$ cat src/rtl/fns_eval_sched.sv
`default_nettype none
//============================================================================
// Module   : fns_eval_sched
// Brief    : Round-robin shared evaluator for the five port-typing functions.
//            NREQ requesters arbitrate for one registered evaluation stage;
//            results return in order through a credit-protected output FIFO
//            tagged with the requester index.
// Revision : 1.0 - initial release
//============================================================================
module fns_eval_sched #(
    parameter int NREQ  = 4,
    parameter int DEPTH = 4
) (
    input  logic                    clk,
    input  logic                    reset_n,
    input  logic [NREQ-1:0]         req_valid,
    input  logic [3*NREQ-1:0]       req_op,
    input  logic [8*NREQ-1:0]       req_a,
    input  logic [8*NREQ-1:0]       req_b,
    output logic [NREQ-1:0]         req_ready,
    output logic                    rsp_valid,
    input  logic                    rsp_ready,
    output logic [$clog2(NREQ)-1:0] rsp_id,
    output logic [7:0]              rsp_data,
    output logic                    rsp_err,
    output logic                    busy
);

    localparam int IDW = $clog2(NREQ);
    localparam int AW  = $clog2(DEPTH);
    localparam int CW  = AW + 1;
    localparam logic [CW-1:0]  C_DEPTH    = CW'(DEPTH);
    localparam logic [IDW:0]   C_NREQ     = (IDW+1)'(NREQ);
    localparam logic [IDW-1:0] C_LAST_REQ = IDW'(NREQ - 1);

    // Arbiter state and stage-1 pipeline register
    logic [IDW-1:0] r_ptr;
    logic           r_s1_valid;
    logic [2:0]     r_s1_op;
    logic [3:0]     r_s1_a;
    logic           r_s1_b;
    logic [IDW-1:0] r_s1_id;

    // Output FIFO storage and bookkeeping
    logic [7:0]     r_mem_data [DEPTH];
    logic           r_mem_err  [DEPTH];
    logic [IDW-1:0] r_mem_id   [DEPTH];
    logic [AW-1:0]  r_wptr;
    logic [AW-1:0]  r_rptr;
    logic [CW-1:0]  r_count;

    logic [CW-1:0]  w_space;
    logic           w_credit;
    logic [IDW:0]   w_sum;
    logic           w_found;
    logic [IDW-1:0] w_gidx;
    logic [NREQ-1:0] w_grant;
    logic           w_xfer;
    logic [7:0]     w_res;
    logic           w_err;
    logic           w_push;
    logic           w_pop;
    logic           w_head_valid;

    // Credit counts both stored entries and the one in flight in stage 1;
    // a same-cycle pop deliberately does not free a slot.
    assign w_space  = C_DEPTH - r_count - {{(CW-1){1'b0}}, r_s1_valid};
    assign w_credit = (w_space != '0);

    // Round-robin search starting at the pointer, wrapping modulo NREQ
    always_comb begin
        w_sum   = '0;
        w_found = 1'b0;
        w_gidx  = '0;
        w_grant = '0;
        for (int k = 0; k < NREQ; k++) begin
            w_sum = {1'b0, r_ptr} + (IDW+1)'(k);
            if (w_sum >= C_NREQ) begin
                w_sum = w_sum - C_NREQ;
            end
            if (!w_found && req_valid[w_sum[IDW-1:0]]) begin
                w_found = 1'b1;
                w_gidx  = w_sum[IDW-1:0];
            end
        end
        if (w_found && w_credit) begin
            w_grant[w_gidx] = 1'b1;
        end
    end

    assign w_xfer    = w_found & w_credit;
    assign req_ready = w_grant;

    // Pointer advance and stage-1 capture of the granted request
    always_ff @(posedge clk or negedge reset_n) begin
        if (!reset_n) begin
            r_ptr      <= '0;
            r_s1_valid <= 1'b0;
            r_s1_op    <= '0;
            r_s1_a     <= '0;
            r_s1_b     <= 1'b0;
            r_s1_id    <= '0;
        end else begin
            r_s1_valid <= w_xfer;
            if (w_xfer) begin
                r_ptr   <= (w_gidx == C_LAST_REQ) ? '0 : w_gidx + 1'b1;
                r_s1_op <= req_op[3*w_gidx +: 3];
                r_s1_a  <= req_a[8*w_gidx +: 4];
                r_s1_b  <= req_b[8*w_gidx];
                r_s1_id <= w_gidx;
            end
        end
    end

    // Function evaluation on the stage-1 operands
    always_comb begin
        w_res = 8'h00;
        w_err = 1'b0;
        case (r_s1_op)
            3'd0:    w_res = {7'b0, r_s1_a[0] ^ r_s1_b};
            3'd1:    w_res = {4'b0, 1'b0, 1'b1, r_s1_a[0], r_s1_b};
            3'd2,
            3'd3:    w_res = {7'b0, r_s1_a[0] & r_s1_b};
            // Unsigned compare: only a[3:0]==0 with b=1 is "less than"
            3'd4:    w_res = {7'b0, (r_s1_a == 4'd0) && r_s1_b};
            default: begin
                w_res = 8'hFF;
                w_err = 1'b1;
            end
        endcase
    end

    assign w_head_valid = (r_count != '0);
    assign w_push       = r_s1_valid;
    assign w_pop        = w_head_valid & rsp_ready;

    // FIFO payload storage; contents are meaningless until counted
    always_ff @(posedge clk) begin
        if (w_push) begin
            r_mem_data[r_wptr] <= w_res;
            r_mem_err[r_wptr]  <= w_err;
            r_mem_id[r_wptr]   <= r_s1_id;
        end
    end

    // FIFO pointers and occupancy
    always_ff @(posedge clk or negedge reset_n) begin
        if (!reset_n) begin
            r_wptr  <= '0;
            r_rptr  <= '0;
            r_count <= '0;
        end else begin
            if (w_push) begin
                r_wptr <= r_wptr + 1'b1;
            end
            if (w_pop) begin
                r_rptr <= r_rptr + 1'b1;
            end
            case ({w_push, w_pop})
                2'b10:   r_count <= r_count + 1'b1;
                2'b01:   r_count <= r_count - 1'b1;
                default: r_count <= r_count;
            endcase
        end
    end

    // Head outputs are forced to zero while the FIFO is empty
    assign rsp_valid = w_head_valid;
    assign rsp_id    = w_head_valid ? r_mem_id[r_rptr]   : '0;
    assign rsp_data  = w_head_valid ? r_mem_data[r_rptr] : 8'h00;
    assign rsp_err   = w_head_valid ? r_mem_err[r_rptr]  : 1'b0;
    assign busy      = r_s1_valid | w_head_valid;

endmodule
`default_nettype wire

$ cat config.mk
export PLATFORM = sky130hd
export DESIGN_NAME = fns_eval_sched
export DESIGN_NICKNAME = d
export VERILOG_FILES = /design/src/rtl/fns_eval_sched.sv
export SDC_FILE = /design/constraint.sdc
export NUM_CORES = 1
export LEC_CHECK = 0
export ABC_AREA = 1
export CAP_MARGIN = 20
export CORE_MARGIN = 4
export CORE_UTILIZATION = 44
export DETAILED_ROUTE_END_ITERATION = 10
export DONT_BUFFER_PORTS = 1
export PLACE_DENSITY = 0.56
export SLEW_MARGIN = 40
export SYNTH_ARGS = -nofsm -noshare
export SYNTH_HDL_FRONTEND = slang
export SYNTH_SLANG_ARGS = --single-unit
$ cat constraint.sdc
create_clock -name clk -period 2.65 [get_ports clk]
set_input_delay 0.53 -clock clk [delete_from_list [all_inputs] [get_ports clk]]
set_output_delay 0.53 -clock clk [all_outputs]
set_load 0.05 [all_outputs]
# After elaboration in Yosys (flattened, before gate mapping)
# Memory sizes are Yosys's and may differ from the RTL's.
# Cells that the tools add are included.
# totals
latch_bits	0
ram_bits	44
inputBits	83
rom_bits	0
wordCells	102
register_bits	20
n_memories	3
# op_classes
n_eq_ne	7
reduce_logical	16
order_cmp	11
shifts	2
bitwise_logic	5
addsub	14
muxes	34
div_mod_pow	0
n_mul	1
# memory_table
name	words	width	read_ports	rd_clocked_by_memory_dff	write_ports	line_no	text
r_mem_data	4	8	1	0	1	45	logic [7:0] r_mem_data [DEPTH];
r_mem_id	4	2	1	0	1	47	logic [IDW-1:0] r_mem_id [DEPTH];
r_mem_err	4	1	1	0	1	46	logic r_mem_err [DEPTH];
# op_table
operator	n
$pmux 8 s4	1
$shiftx 32x6->4	1
$mux 2	10
$lt 2x3->1 const B	5
$mux 1	14
$shiftx 12x5->3	1
$bmux 1 s2	5
$ge 3x3->1 const B	3
$mux 8	1
$sub 2x1->2 const B	4
$add 2x1->2 const B	3
$add 2x2->3 const B	2
$eq 3x2->1 const B	2
$logic_and 1x1->1	6
$lt 5x6->1 const B	1
$pmux 3 s2	1
$reduce_bool 3->1	2
$reduce_or 5->1	1
$eq 2x2->1 const B	2
$logic_not 4->1	1
$mul 2x2->4 const A	1
$mux 4	1
$add 2x1->3 const B	1
$add 3x1->3 const B	1
16 further kinds	20

# Logic depth before layout (Yosys ltp)
# Gate-level depths: netlist of run 1.
# logic_depth
ltp_word	19
mapped_depth	15

# Worst setup path after synthesis of run 1
# Ideal clock, no wire load.
# synth_path
path_type	register to output
start	register r_rptr[0]
end	output port rsp_data[4]
arrival_time_ps	2283
slack_ps	-163
path_stages_with_launch	8
n_path_buf	3
path_cell_list	dfrtp_1 clkbuf_1 clkbuf_1 nor2_1 nor2_1 o21ai_0 a21oi_1 buf_4
# synth_via
elab_chain_cells	2
# synth_lines
element	line_no	text
start, declared	49	logic [AW-1:0] r_rptr;
start signal, assigned	157	r_rptr <= r_rptr + 1'b1;
$mem_v2 4x8	-	
$mux 8	170	assign rsp_data = w_head_valid ? r_mem_data[r_rptr] : 8'h00;
end, declared	24	output logic [7:0] rsp_data,
# No other way between the ends.

# Worst setup path after layout of run 1
# layout_path
start	register r_ptr[0]
end	output port req_ready[3]
# layout_via
elab_chain_cells	19
# layout_lines
element	line_no	text
start, declared	37	logic [IDW-1:0] r_ptr;
start signal, assigned	106	r_ptr <= (w_gidx == C_LAST_REQ) ? '0 : w_gidx + 1'b1;
parallel branches: the longest is 18 deep, another holds $add 2x1->3	-	
$mux 4 (*)	86	if (w_found && w_credit) begin
end, declared	20	output logic [NREQ-1:0] req_ready,
# Mark *: on every way between the ends. The select of a mux whose other input is x is not followed.

==> results_dict.tcl, run 1 <==
set metrics [dict create \
    gp_congestion 0.827 \
    dp.cells 452 \
    synth_top_area_cell "edfxtp_1" \
    hold_viol_final 0 \
    drtAntennaViolNets 0 \
    drive_gt1_frac 0.238 \
    dpl_worst_slack_ns 0.249 \
    avgSynthCellArea_um2 7.98 \
    crit_fanout 13 \
    via_count 2225 \
    coreArea_um2 6420 \
    die_w_um 89.6 \
    hpwlAfterDp_um 4160 \
    synth_fp_nets 460 \
    synth.area.top_cells "edfxtp_1 (29%), dfrtp_1 (17%), nand2_1 (11%)" \
    drtPass1Iterations 4 \
    synth_most_common_cell "nand2_1" \
    critPathKind "flip-flop to output port" \
    rsz0062_at_grt "yes" \
    clock.fmax_mhz 393 \
    worst_slack_ns 0.106 \
    ios 100 \
    synth.cell_area_um2 2930 \
    n_antenna_cell 0 \
    drcViolationCount 0 \
    ys_seq_elements 48 \
    routed_wl_um 5530 \
    vias_per_cell 4.75 \
    async_flop_share 0.417 \
    hold_class "input pin to asynchronous set/reset pin" \
    finalSetupViolCount 0 \
    status "finished, final reports clean" \
    ys.flop_type "edfxtp_1" \
    fin_crit_ns 2.54 \
    cts.sinks 48 \
    clkLatencyLatePin_ns 0.30 \
    fill_cells 627 \
    start_kind "flip-flop" \
    antenna_found_initial 0 \
    grt_pass1_vias 2175 \
    root_buffer "clkbuf_8" \
    finClkSkew_ns 0.00621 \
    synth_top_cell_area_share 0.287 \
    clock_path_buffers 2 \
    grt_overflow 0 \
    wire_per_inst_um 11.8 \
    netlist_instances 367 \
    worst_pin_slew_ns 0.667 \
    finalCritPeriodShare 0.960 \
    rows 29 \
    fin_setup_tns_ns 0 \
    critPathArrivalTime_ns 2.01 \
    start_util 0.456 \
    dieArea_um2 8020 \
    port_buffers 0 \
    yosysSeqAreaShare 0.458 \
    htree_levels 2 \
    finalHoldWorstSlack_ns 0.156 \
    area_delta_synth_final_pct 16.5 \
    slew_viol_final 0 \
    grt_pass1_wl_um 9630 \
    maxCapViolations 0 \
    grt.total_usage 0.151 \
    path_clk_slew_ns 0.09 \
    cts_buffers 5 \
    nNetsFinal 483 \
    cp.required_ns 2.12 \
    layout.cells.non_filler 468 \
    drtIter0Drc 57 \
    ys_top_cells_by_count "nand2_1 (88), inv_1 (54), nor2_1 (42)" \
    setup.worst_path.end_class "output port" \
    synth_edf_count 28 \
    slew_headroom 0.550 \
    cts_tree "yes" \
    grt_max_degree 21 \
    ys_warn_count 0 \
    die_h_um 89.6 \
    synth_cell_types 35 \
]
## through the flow
step	utilization	area, um2
global placement	0.488	3130
global route	0.531	3410
finish	0.531	3410
CTS	0.511	3280
detailed placement	0.488	3130
floorplan	-	2930
## layout make-up
| type | instances | area (um2) | area share |
|---|---|---|---|
| sequential | 48 | 1340 | 0.394 |
| tap | 77 | 96.3 | 0.0282 |
| timing repair buffer | 32 | 297 | 0.0869 |
| clock inverter | 3 | 23.8 | 0.00697 |
| multi-input combinational | 245 | 1350 | 0.397 |
| inverter | 58 | 228 | 0.0668 |
| clock buffer | 5 | 68.8 | 0.0202 |
## layout by cell type, fill, tap and decap left out, types with 3 or more instances in the layout
master,netlist,layout
xor2_1,3,3
nand2_4,4,7
buf_6,2,5
nand2_1,88,79
a21oi_1,11,10
inv_1,54,53
nor2_2,2,3
dfrtp_1,20,18
edfxtp_1,28,28
buf_4,6,22
ha_1,9,8
nand3_1,37,35
nand3_2,3,5
o21ai_0,18,18
nor2_4,1,4
clkbuf_8,0,5
nor2_1,42,38
nand2_2,14,20
inv_4,0,4
## metal layers
| layer | GRT usage | up-vias | part of all wire |
|---|---|---|---|
| met5 | 0 | - | 0 |
| met3 | 0.0310 | 7 | 0.044 |
| li1 | - | 1197 | - |
| met1 | 0.198 | 963 | 0.49 |
| met4 | 0.0528 | 0 | 0.015 |
| met2 | 0.249 | 58 | 0.45 |
## timing repair
| item | CTS | global route |
|---|---|---|
| setup endpoints to repair | 4 | 4 |
| cloned | 0 | 0 |
| pin swaps | 1 | 12 |
| hold buffers | 1 | 0 |
| hold endpoints to repair | 20 | 0 |
| setup buffers | 2 | 5 |
| gates resized for setup | 10 | 28 |
## cells by family after synthesis
logic type      after synthesis  synth area share
flops                        48             0.458
xor+xnor                      4            0.0120
fa+ha+maj                    10            0.0453
simple gates                196             0.307
compound gates               35            0.0654
buf+inv                      74             0.112
## flip-flops by register name, indices dropped and copies added (netlist names)
signal / flops
r_count: 3
r_rptr: 2
r_s1_op: 3
r_mem_id: 8
r_s1_id: 2
r_ptr: 2
r_s1_a: 4
r_s1_valid: 1
r_mem_data: 16
r_mem_err: 4
r_s1_b: 1
r_wptr: 2
## worst paths after layout
kind                             from      endpoint  slack [ns]  cells after the start
max in group asynchronous     reset_n      r_ptr[0]        2.17                      1
setup / recovery             r_ptr[0]  req_ready[3]        0.11                     12
min in group clk            r_s1_a[3]     r_s1_a[3]        0.48                      2
hold / removal                reset_n    r_count[1]        0.16                      1
setup reg to reg           r_count[0]    r_count[2]        0.64                     12
hold reg to reg             r_s1_a[3]     r_s1_a[3]        0.48                      2
## critical path, cell delays in order, from the launching register on
cell     delay (ns)
dfrtp_2        0.45
buf_6          0.15
nand2_4        0.07
nand2_4        0.06
nand2_2        0.07
nand2_2        0.06
nor2_4         0.15
nand2_2        0.06
or2_4          0.24
nand2_4        0.08
buf_8          0.14
nor2_4         0.05
buf_8          0.14
Power of run 1 is left out: the tool's default activity adds up to more than one toggle a clock period on the data nets, which glitch-free logic cannot reach.
==> run 2: changes to the inputs <==
CAP_MARGIN = 10   (was 20)
CTS_BUF_LIST = sky130_fd_sc_hd__clkbuf_8   (was unset)
==> results of run 2 <==
No change in the layout: final DEF, timing and power equal those of run 1.
Power of run 2 is left out for the same reason.
==> run 3: changes to the inputs <==
SLEW_MARGIN = unset   (was 40)
==> run 3 against run 2 <==
  * Hold slack improved by 0.33 ns
  * Sequential cell count unchanged
  * Register-to-register slack about the same
  * Global-route usage unchanged
  * First-iteration DRC count unchanged
  * Final area increased by 0.15%
==> results_dict.tcl, run 3 (synthesized netlist as in run 1, its figures left out) <==
set metrics [dict create \
    drcViolationCount 0 \
    finalCritPeriodShare 0.960 \
    crit_chain "buf_6 > nand2_4 > nand2_4 > nand2_2 > nand2_2 > nor2_4 > nand2_2 > or2_4 > nand2_4 > buf_8 > nor2_4 > buf_8" \
    wire_per_inst_um 11.8 \
    nNetsFinal 483 \
    drive_gt1_frac 0.235 \
    maxCapViolations 0 \
    grt_overflow 0 \
    rows 29 \
    drtIter0Drc 57 \
    crit_fanout 13 \
    start_kind "flip-flop" \
    reg_top3 "r_mem_data x16, r_mem_id x8" \
    routed_wl_um 5530 \
    die_h_um 89.6 \
    final_cell_mix "nand2_1 (79), inv_1 (53), nor2_1 (38)" \
    grt_pass1_wl_um 9630 \
    hpwlAfterDp_um 4160 \
    slowest_stage "dfrtp_2" \
    vias_per_cell 4.75 \
    finish.instance_area_um2 3420 \
    n_antenna_cell 0 \
    cp.buffers_inverters 3 \
    clock.fmax_mhz 393 \
    hold_viol_final 0 \
    layout_commonest_cell "nand2_1" \
    grt.total_usage 0.151 \
    clkLatencyLatePin_ns 0.30 \
    port_buffers 0 \
    dieArea_um2 8020 \
    drtAntennaViolNets 0 \
    critPathArrivalTime_ns 2.01 \
    status "finished, final reports clean" \
    place_area_um2 3130 \
    root_buffer "clkbuf_8" \
    hold_class "flip-flop to flip-flop" \
    ios 100 \
    coreArea_um2 6420 \
    worst_pin_slew_ns 0.860 \
    critPathKind "flip-flop to output port" \
    path_clk_slew_ns 0.08 \
    start_util 0.456 \
    path_delay_family "simple AND/OR/NAND/NOR gates" \
    cts_buffers 5 \
    finalSetupViolCount 0 \
    gp_congestion 0.827 \
    fin_crit_ns 2.54 \
    critical-path-max-stage-delay_ns 0.45 \
    fill_cells 627 \
    cts.sinks 48 \
    largest_register "r_mem_data" \
    finClkSkew_ns 0.00621 \
    rsz0062_at_grt "yes" \
    cts_tree "yes" \
    antenna_found_initial 0 \
    via_count 2225 \
    clock_path_buffers 2 \
    grt_pass1_vias 2175 \
    cp.required_ns 2.12 \
    drtPass1Iterations 4 \
    grt_max_degree 21 \
    htree_levels 2 \
    slew_viol_final 0 \
    setup.worst_path.end_class "output port" \
    slew_headroom 0.425 \
    largest_reg_flops 16 \
    area_delta_synth_final_pct 16.7 \
    die_w_um 89.6 \
]
run 3: timing repair:
item / CTS / global route
resized for setup: 10 / 28
endpoints found under the setup margin: 4 / 4
hold buffers: 1 / 0
pin swaps: 1 / 12
hold endpoints to repair: 20 / 0
setup buffers: 2 / 5
run 3: area by class of cell:
type,instances,area [um2],share of cell area
Clock buffer,5,68.8,0.0201
Tap cell,77,96.3,0.0282
Clock inverter,3,23.8,0.00696
Sequential cell,48,1340,0.393
Timing Repair Buffer,32,302,0.0883
Multi-Input combinational cell,245,1350,0.396
Inverter,58,228,0.0667
run 3: worst register-to-register path: stages, from the launching register on:
cell and delay [ns]:
dfrtp_1 0.36, buf_4 0.12, nor3_2 0.04, buf_4 0.17, inv_1 0.08, nand2_1 0.06
inv_1 0.07, ha_1 0.14, inv_1 0.07, fa_1 0.37, a21oi_1 0.14, o21ai_0 0.12
xor2_1 0.16
run 3: path summary, 6_finish.rpt:
check,slack [ns],cells after the start,from,end
min in group asynchronous,0.78,1,reset_n,r_count[1]
max in group asynchronous,1.28,1,reset_n,r_ptr[0]
setup reg to reg,0.64,12,r_count[0],r_count[2]
setup / recovery,0.11,12,r_ptr[0],req_ready[3]
hold / removal,0.48,2,r_s1_a[3],r_s1_a[3]
hold reg to reg,0.48,2,r_s1_a[3],r_s1_a[3]
run 3: through the flow:
stage / std cells / setup TNS, ns / utilization / setup slack, ns / hold WS [ns]
after floorplan: 367 / -0.435 / - / -0.153 / 0.234
after global placement: 452 / 0 / 0.488 / 0.249 / 0.235
after detailed placement: 452 / 0 / 0.488 / 0.249 / 0.235
after CTS: 463 / 0 / 0.511 / 0.00575 / 0.488
after global routing: 468 / -0.0929 / 0.532 / -0.0293 / 0.529
final: 468 / 0 / 0.532 / 0.106 / 0.484
run 3: metal layers:
layer	wire length, um	share of wire	global-route usage	vias to the layer above
met1	2700	0.49	0.198	963
met5	0	0	0	-
met3	241	0.044	0.0310	7
met4	82	0.015	0.0528	0
met2	2510	0.45	0.249	58
li1	-	-	-	1197
Power of run 3 is left out for the same reason.
==> RTL edit 1 (config.mk and constraints of run 3) <==
`NREQ`: 4 -> 2.
--- a/src/rtl/fns_eval_sched.sv
+++ b/src/rtl/fns_eval_sched.sv
@@ -8,7 +8,7 @@
 // Revision : 1.0 - initial release
 //============================================================================
 module fns_eval_sched #(
-    parameter int NREQ  = 4,
+    parameter int NREQ  = 2,
     parameter int DEPTH = 4
 ) (
     input  logic                    clk,
Ports: changed (6 resized); port bits go from 100 to 57. The function was not compared with the original's and may differ.
==> RTL edit 1 against run 3 <==
Die area down 26%; synthesized cell count down 38%; design area down 34%; setup slack better by 0.045 ns; wire length down 32%; maximum frequency up 1.8%; sequential cell count down 6; count of clock-buffer cells in the layout unchanged; synthesized area down 29%.
Power is left out: the tool's default activity adds up to more than one toggle a clock period on the data nets, which glitch-free logic cannot reach.
==> RTL edit 1: results (changes against run 3) <==
| Metric | Value |
|---|---|
| Met1 WL | 1615 um (-40%) |
| End point of the critical path | req_ready[0] |
| Deepest clock path buffer count | 2 (unchanged) |
| Fraction of registers with async set/reset | 0.4286 (+0.01190) |
| Post-synth top flop | edfxtp_1 |
| DP Area | 2171 um^2 (-31%) |
| H-tree level count | 2 (unchanged) |
| EDFF count, synth | 24 (-14%) |
| Vias in the first global route | 1394 (-36%) |
| Worst R2R End | r_count[2]$_DFFE_PN0P_ |
| Register with the most flip-flops | r_mem_data |
| CP arrival | 1.97 ns (-0.04 ns) |
| Fill count | 419 (-33%) |
| 1st-iter DRT viols | 77 (+35%) |
| Setup TNS | 0 ns (unchanged) |
| Final period utilization | 0.9432 (-0.01682) |
| Launching point of the worst reg2reg path | r_count[0]$_DFFE_PN0P_ |
| Cells after synthesis | 226 (-38%) |
| Largest net degree at the start of global routing | 19 (-9.5%) |
| GPL Wtd Cong | 0.7183 (-13%) |
| Routed vias/inst | 4.944 (+4.0%) |
| Setup crit start | r_s1_valid$_DFF_PN0_ |
| Seq/Total Area, Yosys | 0.5618 (+0.1037) |
| Setup repair bufs after CTS | 0 (-2) |
| GRT Overall Usage | 0.1415 (-0.01003) |
| Cell depth of the worst flop-to-flop path | 10 (-2) |
| Global-route wire length before repair | 6389 um (-34%) |
| DRC viols | 0 (unchanged) |
| Met2 wire length | 1856 um (-26%) |
| Worst-margin pin slew | 0.8404 ns (-0.02003 ns) |
| Top layer in use | met4 |
| Reg area | 1172 um^2 (-13%) |
| DP Worst Slack | 0.3851 ns (+0.1357 ns) |
| Synth area leaders | edfxtp_1 35%, dfrtp_1 22%, nand2_1 12% |
| Top delay family on crit path | simple AND/OR/NAND/NOR gates |
| Placed insts | 278 (-38%) |
| Ys Warns | 0 (unchanged) |
| Clock skew after layout | 0.006079 ns (-0.0001320 ns) |
| Top cells by count, synth | 65 x nand2_1, 28 x nor2_1, 24 x edfxtp_1, 21 x inv_1, 18 x dfrtp_1 |
| Worst-path clk slew | 0.07 ns |
| Pre-antenna DRT Iters | 4 (unchanged) |
| R2r setup slk | 0.61 ns (-0.03 ns) |
| Share of layout cells above drive strength 1 | 0.1106 (-0.1247) |
| Status | finished clean |
| Drt total wl | 3746 um (-32%) |
| Largest stage delay, worst path | 0.43 ns (-0.02 ns) |
| CTS Buf Count | 5 (unchanged) |
| Number of flip-flops in the largest register | 16 (unchanged) |
| Latest clock arrival within the worst-skew pair | 0.29 ns |
| Clk root buf | clkbuf_8 |
| Metal3 WL | 174 um (-28%) |
| Final HPWL DP | 2667 um (-36%) |
| Post-route insts no fill | 287 (-39%) |
| Antenna violations before repair | 0 (unchanged) |
| Port Buf Inserts | 0 (unchanged) |
| Number of distinct library cells after synthesis | 26 (-26%) |
| CP Max Fanout | 13 (unchanged) |
| Clk sinks | 42 (-13%) |
| HP Class | in -> reg |
-- RTL edit 1: changes by cell type after synthesis, moves of 5 or more --
cell	run 3	this run
nand3_1	37	11
nand2_2	14	2
nor2_1	42	28
o21ai_0	18	13
nand2_1	88	65
inv_1	54	21
-- RTL edit 1: timing repair --
item | in CTS | in global routing
endpoints found under the setup margin | 0 | 2
hold buffers | 1 | 0
resized for setup | 0 | 1
endpoints found under the hold margin | 18 | 0
-- RTL edit 1: per-layer routing --
metal / global-route usage / up-vias
met5: 0 / -
met3: 0.03630 / 8
met2: 0.2300 / 34
met1: 0.1655 / 646
met4: 0.09058 / 0
li1: - / 731
-- RTL edit 1: final cells by class --
cell class                 count  share of cell area
clock inverter                 3            0.004978
tap                           52             0.02876
multi-input combinational    150              0.3346
timing repair buffer          11             0.04314
sequential                    42              0.5183
inverter                      24             0.03982
clock buffer                   5             0.03042
-- RTL edit 1: worst min path at each step --
stage | start | to | slack, ns | cells past startpoint
floorplan | reset_n | r_count[0]$_DFFE_PN0P_ | 0.23 | 0
global placement | reset_n | r_rptr[0]$_DFFE_PN0N_ | 0.24 | 0
detailed placement | reset_n | r_count[0]$_DFFE_PN0P_ | 0.23 | 0
CTS | req_a[1] | r_s1_a[1]$_DFFE_PN0P_ | 0.43 | 4
global route | req_a[1] | r_s1_a[1]$_DFFE_PN0P_ | 0.45 | 4
finish | req_a[1] | r_s1_a[1]$_DFFE_PN0P_ | 0.44 | 4
-- RTL edit 1: cells by family (layout without fill, tap and decap cells) --
family / after synthesis / in the layout / share of synthesized area
DFF: 42 / 42 / 0.5618
and+or+nand+nor: 111 / 111 / 0.2197
xor gates and xnor gates: 4 / 4 / 0.01681
adders and majority gates: 9 / 9 / 0.05763
AOI/OAI and AO/OA: 26 / 26 / 0.06363
buffers and inverters: 34 / 43 / 0.08043
==> RTL edit 2 (flow settings as in run 3) <==
Without the edit above. Make the reset (`reset_n`) synchronous in 2 clocked blocks.
--- a/src/rtl/fns_eval_sched.sv
+++ b/src/rtl/fns_eval_sched.sv
@@ -92,7 +92,7 @@
     assign req_ready = w_grant;
 
     // Pointer advance and stage-1 capture of the granted request
-    always_ff @(posedge clk or negedge reset_n) begin
+    always_ff @(posedge clk) begin
         if (!reset_n) begin
             r_ptr      <= '0;
             r_s1_valid <= 1'b0;
@@ -144,7 +144,7 @@
     end
 
     // FIFO pointers and occupancy
-    always_ff @(posedge clk or negedge reset_n) begin
+    always_ff @(posedge clk) begin
         if (!reset_n) begin
             r_wptr  <= '0;
             r_rptr  <= '0;
Formal check against the unedited RTL: differs if reset_n is asserted again (counterexample within 4 cycles, from zero or initial values and one cycle with reset_n low); with reset_n held inactive, the same outputs for 10 cycles.
==> RTL edit 2 against run 3 <==
Sequential share of layout area decreased by 0.96 points; core utilization decreased by 0.10 points; sequential cell count increased by 2; setup slack got worse by 0.050 ns; wire length increased by 0.27%; synthesized area decreased by 1.7%; die area decreased by 1.5%; design area decreased by 1.3%; critical endpoint unchanged.
==> RTL edit 2: results (changes against run 3) <==
| Metric | Value |
|---|---|
| Placed insts | 473 (+4.6%) |
| Largest stage delay, worst path | 0.38 ns (-0.07 ns) |
| DP Worst Slack | 0.1820 ns (-0.06732 ns) |
| Top cells by count, synth | 73 x inv_1, 63 x nand2_1, 53 x nor2_1, 46 x nand3_1, 28 x edfxtp_1 |
| Post-route insts no fill | 486 (+3.8%) |
| Worst R2R End | r_s1_op[0]$_SDFFE_PN0P_ |
| Synth area leaders | edfxtp_1 29%, dfxtp_1 15%, inv_1 9.5% |
| CP arrival | 2.06 ns (+0.05 ns) |
| Cell depth of the worst flop-to-flop path | 11 (-1) |
| R2r setup slk | 0.58 ns (-0.06 ns) |
| Internal | 2.575 mW |
| GPL Wtd Cong | 0.8232 (-0.48%) |
| Met3 Track Usage GR | 0.02581 (-0.005215) |
| Launching point of the worst reg2reg path | r_s1_valid$_SDFF_PN0_ |
| Number of distinct library cells after synthesis | 29 (-17%) |
| 1st-iter DRT viols | 73 (+28%) |
| Fraction of registers with async set/reset | 0 (-0.4167) |
| CP Max Fanout | 6 (-7) |
| Setup WS post-layout | 0.05624 ns (-0.04975 ns) |
| Setup crit start | r_ptr[0]$_SDFFE_PN0P_ |
| Global-route wire length before repair | 9784 um (+1.7%) |
| Drt total wl | 5546 um (+0.27%) |
| Status | finished clean |
| Hold path start | reset_n |
| Final HPWL DP | 4208 um (+1.2%) |
| Slew margin rel. | 0.6532 (+0.2287) |
| Worst-path clk slew | 0.08 ns (about the same) |
| Met2 Resource Use GR | 0.2659 (+0.01652) |
| Worst hold margin | 0.3581 ns (-0.1255 ns) |
| Met1 Use GR | 0.1970 (-0.001292) |
| Seq/Total Area, Yosys | 0.4450 (-0.01310) |
| Clock skew after layout | 0.004199 ns (-0.002011 ns) |
| Fill count | 601 (-4.1%) |
| Avg Synthesized Cell Area | 7.497 um^2 (-6.0%) |
| Net Count, Synth | 477 (+3.7%) |
| Overall via count from detail_route | 2308 (+3.7%) |
| Share of layout cells above drive strength 1 | 0.1980 (-0.03725) |
| Metal3 WL | 214 um (-11%) |
| Largest net degree at the start of global routing | 18 (-14%) |
| Hold worst-path end | r_count[0]$_SDFFE_PN0P_ |
| Met1 WL | 2670 um (-1.1%) |
| DP Area | 3127 um^2 (-0.16%) |
| Met2 wire length | 2572 um (+2.6%) |
| Fin nets | 501 (+3.7%) |
| H-tree level count | 2 (unchanged) |
| HP Class | in -> reg |
| GRT Overall Usage | 0.1555 (+0.004021) |
==> RTL edit 2: changes by cell type in the layout (fill, tap and decap cells not counted), moves of 11 or more <==
cell     change
nand2_1     -23
dfrtp_1     -18
dfxtp_1     +18
inv_1       +18
a21oi_1     +13
nor2_1      +11
==> RTL edit 2: logic make-up after synthesis <==
family	synth area share
simple gates	0.2829
buf+inv	0.1282
compound gates	0.09779
flops	0.4450
fa+ha+maj	0.04607
==> RTL edit 2: cell type report <==
cell class                      instances  area, um^2  area share
Clock buffer                            5       68.82     0.02042
Sequential cell                        50        1294      0.3838
Multi-Input combinational cell        245        1308      0.3879
Clock inverter                          3       41.29     0.01225
Tap cell                               77       96.34     0.02858
Inverter                               75       286.5     0.08500
Timing Repair Buffer                   31       276.5     0.08203
==> RTL edit 2: what timing repair did <==
action | CTS | global route
endpoints found under the setup margin | 3 | 4
pin swaps | 1 | 9
buffers inserted | 1 | 4
endpoints found under the hold margin | 0 | 0
resized for setup | 8 | 26
hold buffers | 0 | 0
